$ cat src/rtl/clk_mon_pkg.sv
// Shared types, defaults and range helper for the loopback clock monitor.
// Latency: n/a (declarations only).
// Backpressure: n/a.
package clk_mon_pkg;

    typedef enum logic [1:0] {
        IDLE   = 2'd0,
        ACQ    = 2'd1,
        LOCKED = 2'd2
    } clk_mon_state_e;

    localparam int DEF_GATE_CYCLES  = 200000;
    localparam int DEF_EXP_COUNT    = 10000;
    localparam int DEF_TOL          = 16;
    localparam int DEF_LOCK_WINDOWS = 4;
    localparam int DEF_CNT_W        = 24;

    // Inclusive window limit; the lower bound never goes below zero.
    function automatic int clk_mon_limit(input int exp_count, input int tol, input bit upper);
        int lim;
        if (upper) begin
            lim = exp_count + tol;
        end else begin
            lim = (exp_count - tol < 0) ? 0 : exp_count - tol;
        end
        return lim;
    endfunction

endpackage

$ cat src/rtl/clk_loopback_monitor_sync_edge_det.sv
// 2-FF synchronizer plus one edge register; rise_out flags a synchronized rising edge.
// Latency: rise_out asserts in the third cycle after the pin change is captured.
// Backpressure: none, free-running.
module sync_edge_det (
    input  logic clk,
    input  logic rst_n,
    input  logic async_in,
    output logic rise_out
);

    logic [2:0] sync_q;
    logic [2:0] sync_d;

    always_comb begin
        sync_d = {sync_q[1:0], async_in};
    end

    always_ff @(posedge clk or negedge rst_n) begin
        if (!rst_n) begin
            sync_q <= '0;
        end else begin
            sync_q <= sync_d;
        end
    end

    assign rise_out = sync_q[1] & ~sync_q[2];

endmodule

$ cat src/rtl/clk_loopback_monitor.sv
// Loopback clock monitor: gated edge count, tolerance check, lock FSM; FREQ_MON_MINMAX_EN adds min/max.
// Latency: window results registered one cycle after the terminal gate cycle.
// Backpressure: none; meas_valid is a single-cycle pulse.
module clk_loopback_monitor
    import clk_mon_pkg::*;
#(
    parameter int GATE_CYCLES  = DEF_GATE_CYCLES,
    parameter int EXP_COUNT    = DEF_EXP_COUNT,
    parameter int TOL          = DEF_TOL,
    parameter int LOCK_WINDOWS = DEF_LOCK_WINDOWS,
    parameter int CNT_W        = DEF_CNT_W
) (
    input  logic             clk,
    input  logic             rst_n,
    input  logic             enable,
    input  logic             toggle_in,
    input  logic             clear_loss,
    output logic [CNT_W-1:0] meas_count,
    output logic             meas_valid,
    output logic             in_range,
    output logic             locked,
    output logic             loss_sticky
`ifdef FREQ_MON_MINMAX_EN
    ,
    output logic [CNT_W-1:0] min_count,
    output logic [CNT_W-1:0] max_count
`endif
);

    localparam int TMR_W    = (GATE_CYCLES > 1) ? $clog2(GATE_CYCLES) : 1;
    localparam int GOOD_W   = $clog2(LOCK_WINDOWS + 1);
    localparam int RANGE_LO = clk_mon_limit(EXP_COUNT, TOL, 1'b0);
    localparam int RANGE_HI = clk_mon_limit(EXP_COUNT, TOL, 1'b1);
    localparam logic [CNT_W-1:0]  CNT_MAX  = '1;
    localparam logic [TMR_W-1:0]  TMR_LAST = TMR_W'(GATE_CYCLES - 1);
    localparam logic [GOOD_W-1:0] GOOD_MAX = GOOD_W'(LOCK_WINDOWS);

    logic rise;

    sync_edge_det u_sync (
        .clk      (clk),
        .rst_n    (rst_n),
        .async_in (toggle_in),
        .rise_out (rise)
    );

    clk_mon_state_e    state_q, state_d;
    logic [TMR_W-1:0]  timer_q, timer_d;
    logic [CNT_W-1:0]  edge_cnt_q, edge_cnt_d;
    logic [GOOD_W-1:0] good_q, good_d;
    logic [CNT_W-1:0]  meas_count_q, meas_count_d;
    logic              meas_valid_q, meas_valid_d;
    logic              in_range_q, in_range_d;
    logic              locked_q, locked_d;
    logic              loss_q, loss_d;

    logic [CNT_W-1:0]  win_cnt;
    logic [GOOD_W-1:0] good_inc;
    logic              win_ok;
    logic              loss_set;

    always_comb begin
        // win_cnt folds in an edge seen this cycle, so a terminal-cycle edge lands in the closing window.
        win_cnt  = (rise && edge_cnt_q != CNT_MAX) ? edge_cnt_q + CNT_W'(1) : edge_cnt_q;
        win_ok   = (win_cnt != CNT_MAX) && (int'(win_cnt) >= RANGE_LO) && (int'(win_cnt) <= RANGE_HI);
        good_inc = (good_q == GOOD_MAX) ? good_q : good_q + GOOD_W'(1);

        state_d      = state_q;
        timer_d      = timer_q;
        edge_cnt_d   = edge_cnt_q;
        good_d       = good_q;
        meas_count_d = meas_count_q;
        meas_valid_d = 1'b0;
        in_range_d   = in_range_q;
        loss_set     = 1'b0;

        if (!enable) begin
            state_d    = IDLE;
            timer_d    = '0;
            edge_cnt_d = '0;
            good_d     = '0;
            loss_set   = (state_q == LOCKED);
        end else if (state_q == IDLE) begin
            state_d    = ACQ;
            timer_d    = '0;
            edge_cnt_d = '0;
            good_d     = '0;
        end else if (timer_q == TMR_LAST) begin
            timer_d      = '0;
            edge_cnt_d   = '0;
            meas_count_d = win_cnt;
            meas_valid_d = 1'b1;
            in_range_d   = win_ok;
            if (win_ok) begin
                good_d = good_inc;
                if (good_inc == GOOD_MAX) begin
                    state_d = LOCKED;
                end
            end else begin
                good_d   = '0;
                state_d  = ACQ;
                loss_set = (state_q == LOCKED);
            end
        end else begin
            timer_d    = timer_q + TMR_W'(1);
            edge_cnt_d = win_cnt;
        end

        locked_d = (state_d == LOCKED);
        loss_d   = loss_set | (loss_q & ~clear_loss);
    end

    always_ff @(posedge clk or negedge rst_n) begin
        if (!rst_n) begin
            state_q      <= IDLE;
            timer_q      <= '0;
            edge_cnt_q   <= '0;
            good_q       <= '0;
            meas_count_q <= '0;
            meas_valid_q <= 1'b0;
            in_range_q   <= 1'b0;
            locked_q     <= 1'b0;
            loss_q       <= 1'b0;
        end else begin
            state_q      <= state_d;
            timer_q      <= timer_d;
            edge_cnt_q   <= edge_cnt_d;
            good_q       <= good_d;
            meas_count_q <= meas_count_d;
            meas_valid_q <= meas_valid_d;
            in_range_q   <= in_range_d;
            locked_q     <= locked_d;
            loss_q       <= loss_d;
        end
    end

    assign meas_count  = meas_count_q;
    assign meas_valid  = meas_valid_q;
    assign in_range    = in_range_q;
    assign locked      = locked_q;
    assign loss_sticky = loss_q;

`ifdef FREQ_MON_MINMAX_EN
    logic [CNT_W-1:0] min_q, min_d, min_base;
    logic [CNT_W-1:0] max_q, max_d, max_base;

    always_comb begin
        min_base = clear_loss ? '1 : min_q;
        max_base = clear_loss ? '0 : max_q;
        min_d    = min_base;
        max_d    = max_base;
        if (meas_valid_d) begin
            if (meas_count_d < min_base) min_d = meas_count_d;
            if (meas_count_d > max_base) max_d = meas_count_d;
        end
    end

    always_ff @(posedge clk or negedge rst_n) begin
        if (!rst_n) begin
            min_q <= '1;
            max_q <= '0;
        end else begin
            min_q <= min_d;
            max_q <= max_d;
        end
    end

    assign min_count = min_q;
    assign max_count = max_q;
`endif

endmodule

$ cat config.mk
export PLATFORM = sky130hd
export DESIGN_NAME = clk_loopback_monitor
export DESIGN_NICKNAME = d
export VERILOG_FILES = /design/src/rtl/clk_mon_pkg.sv /design/src/rtl/clk_loopback_monitor_sync_edge_det.sv /design/src/rtl/clk_loopback_monitor.sv
export SDC_FILE = /design/constraint.sdc
export NUM_CORES = 1
export LEC_CHECK = 0
export CAP_MARGIN = 20
export CORE_ASPECT_RATIO = 0.7
export CORE_MARGIN = 5
export CORE_UTILIZATION = 45
export CTS_CLUSTER_SIZE = 25
export DETAILED_ROUTE_END_ITERATION = 10
export PLACE_DENSITY_LB_ADDON = 0.15
export SLEW_MARGIN = 20
export SYNTH_ARGS = -nofsm -noshare
export SYNTH_HDL_FRONTEND = slang
export SYNTH_SLANG_ARGS = --single-unit
$ cat constraint.sdc
create_clock -name clk -period 2.4 [get_ports clk]
set_input_delay 0.48 -clock clk [delete_from_list [all_inputs] [get_ports clk]]
set_output_delay 0.48 -clock clk [all_outputs]
set_load 0.005 [all_outputs]
After elaboration in Yosys (flattened, before gate mapping)
Index checks and enable logic that the tools add are counted.
Word-level totals
  register bits: 78
  input bits: 5
  output and inout bits: 28
  word-level logic and storage cells: 58
Cells by class
  add/subtract/negate cells: 3
  order comparisons: 2
  equality and inequality tests: 8
  mux-type cells: 24
  bitwise gates (word level): 6
  reductions and logical operators: 5
Operators with widths (count)
  2-to-1 mux 24 bit: 4
  2-to-1 mux 18 bit: 3
  inequality test 24 bit (second input constant): 2
  adder 24 x 1 -> 24 bit (second input constant): 1
  >= comparator 24 x 14 -> 1 bit (second input constant): 1
  less-or-equal comparator 24 x 14 -> 1 bit (second input constant): 1
  adder 18 x 1 -> 18 bit (second input constant): 1
  == test 18 bit (second input constant): 1
  2-to-1 mux 3 bit: 5
  2-to-1 mux 2 bit: 5
  2-to-1 mux 1 bit: 7
  == test 3 bit (second input constant): 2
  == test 2 bit (second input constant): 2
  adder 3 x 1 -> 3 bit (second input constant): 1
  logical AND 1 bit: 3
  inequality test 3 x 1 -> 1 bit (second input constant): 1
  inverter 1 bit: 3
  AND reduction 3 bit: 1
  AND 1 bit: 2
  zero test 2 bit: 1
  OR 1 bit: 1

Depth between registers and ports, before layout
  word-level depth: 12
  mapped depth: 11
  mapped depth without buffers: 9

Cells and area by module
A second synthesis with hierarchy kept.
Unflattened totals
  cell total of the unflattened synthesis: 418
  area, all modules: 4119.0 µm²
Modules (own cells, without submodules)
  clk_loopback_monitor: instances 1, cells an instance 414, area each 4030.1 µm², sequential area each 1876.8 µm²
  sync_edge_det: instances 1, cells an instance 4, area each 88.8 µm², sequential area each 75.1 µm²

Least setup slack after synthesis
OpenSTA, ideal clock, no wires.
  kind: flip-flop to flip-flop
  start point: reg edge_cnt_q[0]
  end point: reg state_q[1]
  library setup time: 0.080 ns
  arrival time: 2.479 ns
  data required time: 2.320 ns
  path slack: -0.159 ns
  stages on the path, launching flop included: 11
  path buffers: 1
  clock period less this slack: 2.559 ns
  cell sequence: dfrtp_1 > ha_1 > and3_1 > buf_2 > a31o_1 > a2111o_1 > and2_1 > nand3b_1 > nor4_4 > a21o_1 > nor3b_2
On the way
  cells in the longest elaborated chain, start to end: 10
  elaborated cells between the ends (all ways): 13
  those cells by class: add/sub: 1; order compare: 2; eq/ne: 2; mux: 5; reduce/logical: 3
Ends and longest elaborated chain
  start: declaration: RTL line clk_loopback_monitor.sv:49  | logic [CNT_W-1:0] edge_cnt_q, edge_cnt_d;
  start signal: assignment: RTL line clk_loopback_monitor.sv:127  | edge_cnt_q <= edge_cnt_d;
  branches (longest 2 deep; another with adder 24 x 1 -> 24 bit)
  2-to-1 mux 24 bit *: RTL line clk_loopback_monitor.sv:64  | win_cnt = (rise && edge_cnt_q != CNT_MAX) ? edge_cnt_q + CNT_W'(1) : edge_cnt_q;
  >= comparator 24 x 14 -> 1 bit or inequality test 24 bit (tied branches): RTL line clk_loopback_monitor.sv:65  | win_ok = (win_cnt != CNT_MAX) && (int'(win_cnt) >= RANGE_LO) && (int'(win_cnt) <= RANGE_HI);
  logical AND 1 bit: RTL line clk_loopback_monitor.sv:65
  logical AND 1 bit *: RTL line clk_loopback_monitor.sv:65
  2-to-1 mux 2 bit *: RTL line clk_loopback_monitor.sv:94  | if (win_ok) begin
  2-to-1 mux 2 bit *: RTL line clk_loopback_monitor.sv:88  | end else if (timer_q == TMR_LAST) begin
  2-to-1 mux 2 bit *: RTL line clk_loopback_monitor.sv:83  | end else if (state_q == IDLE) begin
  2-to-1 mux 2 bit *: RTL line clk_loopback_monitor.sv:77  | if (!enable) begin
  via state_d[1]: RTL line clk_loopback_monitor.sv:47  | clk_mon_state_e state_q, state_d;
  end signal: assignment: RTL line clk_loopback_monitor.sv:125  | state_q <= state_d;
  end: declaration: RTL line clk_loopback_monitor.sv:47
Mark *: on every way through the listed nets, which the timed path passes.
A chain may end at the register's enable or synchronous reset.

Worst setup path after layout
  start point: reg edge_cnt_q[7]
  end point: reg state_q[1]
Same word-level chain as after synthesis.

==> impl_metrics.env <==
export IMPL_cts_tree="yes"
export IMPL_synth_nets=438
export IMPL_drt_iter0_markers=344
export IMPL_reg2reg_slack_ns=-0.20
export IMPL_fin_crit_sh=1.085
export IMPL_crit_fanout=3
export IMPL_ys_ff_latch=78
export IMPL_setup_viol=8
export IMPL_cts_max_level=3
export IMPL_end_kind="register"
export IMPL_ir_drop_mv=0.3364
export IMPL_final_nets=552
export IMPL_final_common_cell="buf_4"
export IMPL_busiest_layer="met1"
export IMPL_synthFlopType="dfrtp_1"
export IMPL_r2r_end="state_q[1]"
export IMPL_synth_area_leaders="dfrtp_1, nor2_1, nand2_1, o21ai_0, xnor2_1"
export IMPL_finalPower_mw=2.738
export IMPL_synthCells=429
export IMPL_pin_count=33
export IMPL_avgSynthCellArea_um2=9.563
export IMPL_clkPwrFrac=0.488
export IMPL_worst_clock_skew_ns=0.008594
export IMPL_clock_path_buffers=2
export IMPL_numPortBuffers=32
export IMPL_clkLatencyLatePin_ns=0.34
export IMPL_design_die_area_um2=11160
export IMPL_seq_area_frac_synth=0.4758
export IMPL_root_buffer="clkbuf_16"
export IMPL_syn_area_um2=4103
export IMPL_die_width_um=124.1
export IMPL_antenna_found_initial=0
export IMPL_grt_max_degree=48
export IMPL_grt_pass1_vias=3384
export IMPL_mostFrequentLayoutCells="buf_4, dfrtp_1, nand2_1, nor2_1"
export IMPL_finish_utilization=0.6260
export IMPL_status="finished, violations left"
export IMPL_grt_pass1_wl_um=17320
export IMPL_start_util=0.4578
export IMPL_r2r_start="edge_cnt_q[7]"
export IMPL_relSlewSlack=0.6253
export IMPL_ys_warnings_count=0
export IMPL_synth_area_leader_cell="dfrtp_1"
export IMPL_syn_to_final_growth_pct=36.75
export IMPL_viasPerCell=5.254
export IMPL_clkTransAtPathRegs_ns=0.06
export IMPL_overflow=0
export IMPL_failed_checks="negative setup slack"
export IMPL_drtAntennaViolNets=0
export IMPL_p_comb_frac=0.028
export IMPL_cellInternalPower_mw=2.145
export IMPL_vias=3531
export IMPL_cts_buffers=9
export IMPL_ys_types=65
export IMPL_path_class="register to register"
export IMPL_fp_dieH_um=89.89
export IMPL_setup_ws_ns=-0.2031
export IMPL_endpoint="state_q[1]"
export IMPL_num_antenna_cells=0
export IMPL_layout_min_cycle_time_ns=2.603
export IMPL_drv_cap=0
export IMPL_worstPathArrival_ns=2.87
export IMPL_globalRouteMet2Util=0.2698
export IMPL_dp_hpwl_um=7642
export IMPL_cts_hold_buffers=0
export IMPL_power_frac_seq=0.484
export IMPL_grt_use_met3=0.07089
export IMPL_wl_per_cell_um=15.75
export IMPL_min_path_type="input port to async pin"
export IMPL_gp_congestion=0.9623
export IMPL_sw_frac_of_total=0.2165
export IMPL_postPlaceCellArea_um2=5051
export IMPL_netSwitchingPower_mw=0.5926
export IMPL_use_met1=0.3010
export IMPL_synth_top_area_frac=0.4758
export IMPL_core_area_um2=8962
export IMPL_synth_edff_count=0
export IMPL_drv_slew=0
export IMPL_grt_usage=0.1997
export IMPL_crit_start="edge_cnt_q[7]"
export IMPL_firstDrtPassIters=4
export IMPL_rows=29
export IMPL_leakage_nw=2.421
export IMPL_route_detailed_drc=0
export IMPL_hold_viol_final=0
export IMPL_rr_worst_depth=11
export IMPL_rsz0062_at_grt="true"
export IMPL_synthArstFlopShare=1.000
export IMPL_start_kind="register"
export IMPL_worstPathRequired_ns=2.66
export IMPL_drt_total_wl_um=10590
export IMPL_drive_gt1_frac=0.2828
export IMPL_final_area_um2=5610
export IMPL_clock_sinks=78
export IMPL_p_per_area_nw_per_um2=487.9
export IMPL_tightest_slew_ns=0.5542
export IMPL_max_freq_mhz=384.2
[synthesized netlist by cell type, drive strengths merged, types with 3 or more instances]
library cell  instances
buf                   9
and4                  5
nor2b                 5
nand2                54
xnor2                18
and2                  3
inv                   8
nand4                17
a21oi                13
nor4                  6
clkbuf               13
o21ai                34
and3                 21
a211oi                3
nand2b                3
or3                   4
nand3                18
nor2                 55
xor2                 17
ha                    4
o31ai                 3
dfrtp                78
nor3                  3
[worst min path at each step]
stage / from / end / slack (ns)
after floorplan: rst_n / edge_cnt_q[0] / 0.18
after global placement: u_sync.sync_q[0] / u_sync.sync_q[1] / 0.34
after detailed placement: u_sync.sync_q[0] / u_sync.sync_q[1] / 0.34
after CTS: rst_n / edge_cnt_q[14] / 0.08
after global routing: rst_n / meas_count[14] / 0.10
final: rst_n / edge_cnt_q[14] / 0.07
[state kept, by name, summed over array words and instances, names as in the netlist]
| name | cells |
|---|---|
| good_q | 3 |
| loss_sticky | 1 |
| u_sync.sync_q | 3 |
| in_range | 1 |
| edge_cnt_q | 24 |
| locked | 1 |
| timer_q | 18 |
| state_q | 2 |
| meas_count | 24 |
| meas_valid | 1 |
[critical path: stages, from the launching register on]
cell and delay, ns:
dfrtp_1 0.39, buf_6 0.11, nand4_1 0.21, nor4_4 0.34, buf_4 0.18, a21boi_2 0.05
xnor2_1 0.19, buf_4 0.16, nand4_1 0.17, nor4_4 0.38, a21o_1 0.20, nor3b_2 0.15
[power by group through the flow]
stage	logic (mW)	registers (mW)	clock network, mW
after detailed placement	0.0768	1.35	0
final	0.0772	1.33	1.33
after floorplan	0.0240	1.35	0
after global placement	0.0764	1.35	0
after CTS	0.0792	1.33	1.36
after global routing	0.0881	1.33	1.43
[final cells by class]
cell class                      count  area, um2
Clock buffer                       10      229.0
Clock inverter                      6      62.56
Fill cell                         736       3352
Inverter                            8      30.03
Multi-Input combinational cell    321       2123
Sequential cell                    78       1954
Tap cell                          124      155.1
Timing Repair Buffer              125       1056
[metal layers]
| layer | up-vias | share of wire |
|---|---|---|
| met1 | 1688 | 0.50 |
| li1 | 1729 | - |
| met5 | - | 0 |
| met4 | 0 | 0.012 |
| met3 | 14 | 0.064 |
| met2 | 100 | 0.42 |
[timing repair]
| action | 4_1_cts | 5_1_grt |
|---|---|---|
| setup buffers | 6 | 14 |
| endpoints found under the hold margin | 0 | 0 |
| gates resized for setup | 14 | 15 |
| setup endpoints to repair | 8 | 12 |
| pin swaps | 10 | 15 |
[cells by family (layout without fill, tap and decap cells)]
logic type | count (synthesis) | count (layout) | synth area share
DFF | 78 | 78 | 0.4758
AOI/OAI and AO/OA | 72 | 72 | 0.1180
xor gates and xnor gates | 35 | 35 | 0.07655
buffers and inverters | 30 | 149 | 0.03690
muxes | 2 | 2 | 0.005184
and+or+nand+nor | 208 | 208 | 0.2754
adders and majority gates | 4 | 4 | 0.01220
[through the flow]
stage	setup slack [ns]	hold slack (ns)	TNS, ns	instances
CTS	-0.1176	0.08477	-0.6168	658
global route	-0.3332	0.1047	-1.990	672
global placement	-0.1394	0.3404	-0.7208	636
finish	-0.2031	0.07344	-1.137	672
floorplan	-0.05868	0.1844	-0.1454	429
detailed placement	-0.1890	0.3434	-1.047	636
No activity file was read; power rests on OpenSTA's default activity.
